**src/rtl/load_store_unit.sv**
```systemverilog
// Byte-addressed load/store front end for a word RAM with async read: big-endian lanes,
// sign/zero extension, alignment checks, sub-word RMW. Define LSU_RANGE_CHECK_EN to reject high address bits.
module load_store_unit #(
  parameter int MEM_AW = 8
) (
  input  logic              clk,
  input  logic              reset,
  input  logic              req_valid,
  output logic              req_ready,
  input  logic              req_we,
  input  logic [1:0]        req_size,
  input  logic              req_signed,
  input  logic [31:0]       req_addr,
  input  logic [31:0]       req_wdata,
  output logic              rsp_valid,
  output logic [31:0]       rsp_rdata,
  output logic              rsp_err,
  output logic [MEM_AW-1:0] mem_addr,
  output logic [31:0]       mem_wdata,
  output logic              mem_we,
  input  logic [31:0]       mem_rdata
);

  typedef enum logic [1:0] {
    S_IDLE,
    S_RD,
    S_WR,
    S_RSP
  } state_t;

  state_t            r_state;
  logic              r_we;
  logic [1:0]        r_size;
  logic              r_signed;
  logic [1:0]        r_off;
  logic [15:0]       r_wdata;
  logic [MEM_AW-1:0] r_mem_addr;
  logic [31:0]       r_mem_wdata;
  logic              r_mem_we;
  logic              r_rsp_valid;
  logic              r_rsp_err;
  logic [31:0]       r_rsp_rdata;

  logic              w_illegal;
  logic [4:0]        w_bsh;
  logic [4:0]        w_hsh;
  logic [7:0]        w_byte;
  logic [15:0]       w_half;
  logic [31:0]       w_load;
  logic [31:0]       w_mask;
  logic [31:0]       w_lane;
  logic [31:0]       w_merged;

`ifdef LSU_RANGE_CHECK_EN
  always_comb begin
    w_illegal = (req_size == 2'b11)
             || ((req_size == 2'b01) && req_addr[0])
             || ((req_size == 2'b10) && (req_addr[1:0] != 2'b00))
             || (req_addr[31:MEM_AW+2] != '0);
  end
`else
  logic w_unused_hi;
  assign w_unused_hi = |req_addr[31:MEM_AW+2];

  always_comb begin
    w_illegal = (req_size == 2'b11)
             || ((req_size == 2'b01) && req_addr[0])
             || ((req_size == 2'b10) && (req_addr[1:0] != 2'b00));
  end
`endif

  // Big-endian: lane at offset k sits (3-k) bytes above bit 0, and 3-k == ~k for 2 bits.
  always_comb begin
    w_bsh  = {~r_off, 3'b000};
    w_hsh  = {~r_off[1], 4'b0000};
    w_byte = 8'(mem_rdata >> w_bsh);
    w_half = 16'(mem_rdata >> w_hsh);
    case (r_size)
      2'b00:   w_load = r_signed ? {{24{w_byte[7]}}, w_byte} : {24'h000000, w_byte};
      2'b01:   w_load = r_signed ? {{16{w_half[15]}}, w_half} : {16'h0000, w_half};
      default: w_load = mem_rdata;
    endcase
    if (r_size == 2'b00) begin
      w_mask = 32'h000000FF << w_bsh;
      w_lane = {4{r_wdata[7:0]}};
    end else begin
      w_mask = 32'h0000FFFF << w_hsh;
      w_lane = {2{r_wdata}};
    end
    w_merged = (mem_rdata & ~w_mask) | (w_lane & w_mask);
  end

  always_ff @(posedge clk) begin
    if (reset) begin
      r_state     <= S_IDLE;
      r_we        <= 1'b0;
      r_size      <= 2'b00;
      r_signed    <= 1'b0;
      r_off       <= 2'b00;
      r_wdata     <= '0;
      r_mem_addr  <= '0;
      r_mem_wdata <= '0;
      r_mem_we    <= 1'b0;
      r_rsp_valid <= 1'b0;
      r_rsp_err   <= 1'b0;
      r_rsp_rdata <= '0;
    end else begin
      case (r_state)
        S_IDLE: begin
          r_rsp_valid <= 1'b0;
          r_rsp_err   <= 1'b0;
          if (req_valid) begin
            r_we        <= req_we;
            r_size      <= req_size;
            r_signed    <= req_signed;
            r_off       <= req_addr[1:0];
            r_wdata     <= req_wdata[15:0];
            r_mem_addr  <= req_addr[MEM_AW+1:2];
            r_rsp_rdata <= '0;
            if (w_illegal) begin
              r_rsp_valid <= 1'b1;
              r_rsp_err   <= 1'b1;
              r_state     <= S_RSP;
            end else if (req_we && (req_size == 2'b10)) begin
              r_mem_wdata <= req_wdata;
              r_mem_we    <= 1'b1;
              r_state     <= S_WR;
            end else begin
              r_state     <= S_RD;
            end
          end
        end
        // Sub-word stores merge the old word here so WR only has to strobe mem_we.
        S_RD: begin
          if (r_we) begin
            r_mem_wdata <= w_merged;
            r_mem_we    <= 1'b1;
            r_state     <= S_WR;
          end else begin
            r_rsp_rdata <= w_load;
            r_rsp_valid <= 1'b1;
            r_state     <= S_RSP;
          end
        end
        S_WR: begin
          r_mem_we    <= 1'b0;
          r_rsp_valid <= 1'b1;
          r_state     <= S_RSP;
        end
        S_RSP: begin
          r_rsp_valid <= 1'b0;
          r_rsp_err   <= 1'b0;
          r_state     <= S_IDLE;
        end
        default: r_state <= S_IDLE;
      endcase
    end
  end

  // Outputs are gated so they read as idle while reset is held, even in its first cycle.
  assign req_ready = (r_state == S_IDLE) && !reset;
  assign mem_we    = r_mem_we && !reset;
  assign rsp_valid = r_rsp_valid && !reset;
  assign rsp_err   = r_rsp_err && !reset;
  assign rsp_rdata = reset ? '0 : r_rsp_rdata;
  assign mem_addr  = reset ? '0 : r_mem_addr;
  assign mem_wdata = reset ? '0 : r_mem_wdata;

endmodule

```
**config.mk**
```make
export PLATFORM = sky130hd
export DESIGN_NAME = load_store_unit
export DESIGN_NICKNAME = d
export VERILOG_FILES = /design/src/rtl/load_store_unit.sv
export SDC_FILE = /design/constraint.sdc
export NUM_CORES = 1
export LEC_CHECK = 0
export CORE_UTILIZATION = 47
export DETAILED_ROUTE_END_ITERATION = 6
export PLACE_DENSITY = 0.81
export SETUP_SLACK_MARGIN = 0.5
export SYNTH_ARGS = -nofsm -noshare
export SYNTH_HDL_FRONTEND = slang
export SYNTH_SLANG_ARGS = --single-unit
```
**constraint.sdc**
```tcl
create_clock -name clk -period 2.3 [get_ports clk]
set_input_delay 0.46 -clock clk [delete_from_list [all_inputs] [get_ports clk]]
set_output_delay 0.46 -clock clk [all_outputs]
set_load 0.01 [all_outputs]
```
==> parameters.txt <==
Parameter                              Value

STA
  Post-route setup TNS    0 ns
  Crit path time final    1.80 ns
  Unrepaired setup endpoints after global routing    yes
  Worst-margin pin slew    0.570 ns
  Headroom to the max-slew limit    about three fifths
  Final setup violating endpoints    0
  Final worst-path cycle share    78.2%
  Max-slew violations    0
  Hold violation count in the final report    0
  Clock Skew    0.00466 ns
  Final setup margin    about 0.5 ns
  Achievable Freq    556 MHz

Power and ir drop
  Maximum vdd drop    0.000525 V
  Static leakage    3.55 nW
  Ratio of total power to cell area    1070 nW/um2

Worst setup path
  Worst Path Required    2.58 ns
  Arrival time of data at the critical path endpoint    2.08 ns
  Classification of the worst setup path    flop to flop
  Critical Path Fanout Max    8
  Type of element launching the critical path    flop
  Kind of capture point of the worst setup path    flop

Placed design
  Port buffer count    156
  Cell area after placement    7620 um2
  Final weighted congestion of routability-driven global placement    0.883
  Post-detail-place hpwl    13,700 um
  Placement Setup Slack    -0.105 ns

CTS
  Total clock sinks    99
  Num CTS Buffers    9
  Root Buffer Master    clkbuf_16
  Maximum clock path buffer count    2
  H-tree Lvls    3
  Insertion delay of the later-clocked pin in the worst-skew pair    between 0.3 and 0.4 ns
  CTS tree    done
  Reg clk slew, reported paths    0.07 ns

Routing
  Total number of vias    6,225
  Met1 layer wirelength in the final routing    7960 um
  Highest routed metal layer    met4
  Total length of routed wires    between 15,000 and 20,000 um
  Routed wire length per instance    around 19 um
  Pre-Repair DR Iteration Count    7
  DRC violation total after the first TritonRoute iteration    647
  Post-route antenna net violation count    0
  Wire length on met2    between 9000 and 10,000 um
  Total length of routed met3 wires    1780 um
  Number of DRC violations after detailed routing    11
  Average via count per standard cell    roughly 6

Global routing
  All-layer global routing usage    a little under a third
  Overflow after GRT    0
  Largest net degree at the start of global routing    40
  Via count of the first global-routing pass    between 5,000 and 6,000
  Wire length of the first global-routing pass    30,200 um
  Antenna violations before repair    0

Cells and area
  Layout cells sized above 1    19.7%
  Final non-filler cell area    8290 um2
  Number of nets in the layout    983
  Number of fill cells in the layout    876
  Area growth syn-to-layout    44.8%
  Footprint of the multi-input gates    3590 um2
  Antenna diodes    0
  Reg area    approximately 2000 um2

Logic synthesis
  Flops & latches, synth    99
  Synth cell types    52
  Top_reg_cell synth    dfxtp_1
  Fraction of synthesized cell area taken by the top area cell type    34.6%
  Number of enable flip-flop cells after synthesis    0
  Fraction of the yosys area taken by sequential cells    34.6%
  Syn avg cell area    8.16 um2
  Async SR Flop Fraction    0%
  Synth warn    0
  Syn Std Cell Area    5720 um2
  Cell accounting for the most synthesized area    dfxtp_1
  Synth Net Count    810
  Synth Instances    701
  Area contributors post-synth    dfxtp_1 (35%), nor2b_1 (8.6%), nand2_1 (5.9%)

Floorplan
  Boundary pin count    179
  Number of standard-cell rows in the floorplan    39
  Die ar.    12,600 um2
  Height of the chip    about 110 um
  Core area    11,700 um2
  Initial Util    ~50%
  Die X-Extent    112 um

Worst hold path
  Hold WC Path Type    flop to flop

Flow run
  Max-cap check violation count    0

Status
  Result of the run    finished, violations left
  Failing checks    DRC
## routing by layer
metal	up-vias	global-route usage [%]
met5	-	0
met4	0	12.8
met3	56	4.91
met2	367	50.6
met1	2935	39.2
li1	2867	-
## cell usage in the layout, fill, tap and decap left out, types with 6 or more instances in the layout
cell type / n
o31ai_1: 22
nor3_1: 22
o221ai_1: 9
nor3b_1: 8
o2bb2ai_1: 15
nand2_1: 90
dfxtp_1: 93
a21oi_1: 47
nor2b_2: 7
a221oi_1: 8
o21ai_1: 11
a22oi_1: 16
dlygate4sd2_1: 75
o31a_1: 9
nand3b_1: 7
inv_1: 19
buf_12: 9
mux2i_1: 24
nor2b_1: 71
nor2_1: 24
mux2_2: 24
buf_4: 55
or4_1: 6
clkbuf_16: 10
clkdlybuf4s50_1: 73
o21ai_0: 28
## cells by family (layout without fill, tap and decap cells)
kind of cell             Yosys count  count (layout)  synth area share, %
multiplexers                      50              50                 9.27
AND/OR/NAND/NOR                  258             259                 24.1
adder cells (fa/ha/maj)            6               6                 1.31
AO/OA/AOI/OAI                    202             202                 24.4
flip-flops                        99              99                 34.6
buffers and inverters             86             263                 6.23
## layout make-up
class,instances,share of cell area (%)
Multi-Input combinational cell,517,43.3
Timing Repair Buffer,225,25.6
Sequential cell,99,24.1
Clock buffer,11,3.05
Tap cell,143,2.16
Inverter,22,1.03
Clock inverter,5,0.725
## registers in the layout (all words and copies together), names as in the netlist, 2 cells and up
register / cells
r_rsp_rdata: 32
r_off: 2
r_mem_addr: 8
r_mem_wdata: 32
r_size: 2
r_wdata: 16
r_state: 2
## per-stage QoR
| stage | hold WS [ns] | std cells | utilization, % | power, mW |
|---|---|---|---|---|
| 3_5_place_dp | 0.442 | 984 | 65.3 | 6.47 |
| 4_1_cts | 0.452 | 1010 | 69.1 | 8.31 |
| 3_3_place_gp | 0.438 | 984 | 65.3 | 6.35 |
| 6_report | 0.452 | 1022 | 71.0 | 8.88 |
| 2_1_floorplan | 0.427 | 701 | - | 5.03 |
| 5_1_grt | 0.473 | 1022 | 71.0 | 9.33 |
## cell usage after synthesis, types with 22 or more instances
master    count
o21ai_0      32
inv_1        22
nor2b_1      79
o31ai_1      24
a21oi_1      50
nor2_1       24
dfxtp_1      99
mux2_2       24
clkbuf_1     39
mux2i_1      26
nand2_1      90
nor3_1       22
## power breakdown
part           internal (mW)  total [mW]  switching (mW)
registers               2.14        2.37           0.234
clock network          0.907        1.60           0.688
logic                   2.26        4.91            2.64
total                   5.31        8.88            3.56
## repair_timing
action | 4_1_cts | 5_1_grt
pin swaps | 9 | 12
hold buffers | 0 | 0
resized for setup | 123 | 44
endpoints found under the setup margin | 141 | 72
gates cloned | 1 | 2
buffers inserted | 9 | 10
## final timing paths
kind	to	slack, ns	startpoint	cells past startpoint
setup reg to reg	r_mem_wdata[4]	0.50	r_size[1]	4
hold / removal	r_mem_addr[4]	0.45	r_mem_addr[4]	2
hold reg to reg	r_mem_addr[4]	0.45	r_mem_addr[4]	2
setup / recovery	r_mem_wdata[4]	0.50	r_size[1]	4
## worst max-delay path, stage by stage (launching register included)
cell and delay (ns):
dfxtp_4 0.36, o31a_1 0.42, o221a_2 0.34, or4_1 0.47, a21oi_1 0.14
(Power assumes the default switching activity.)
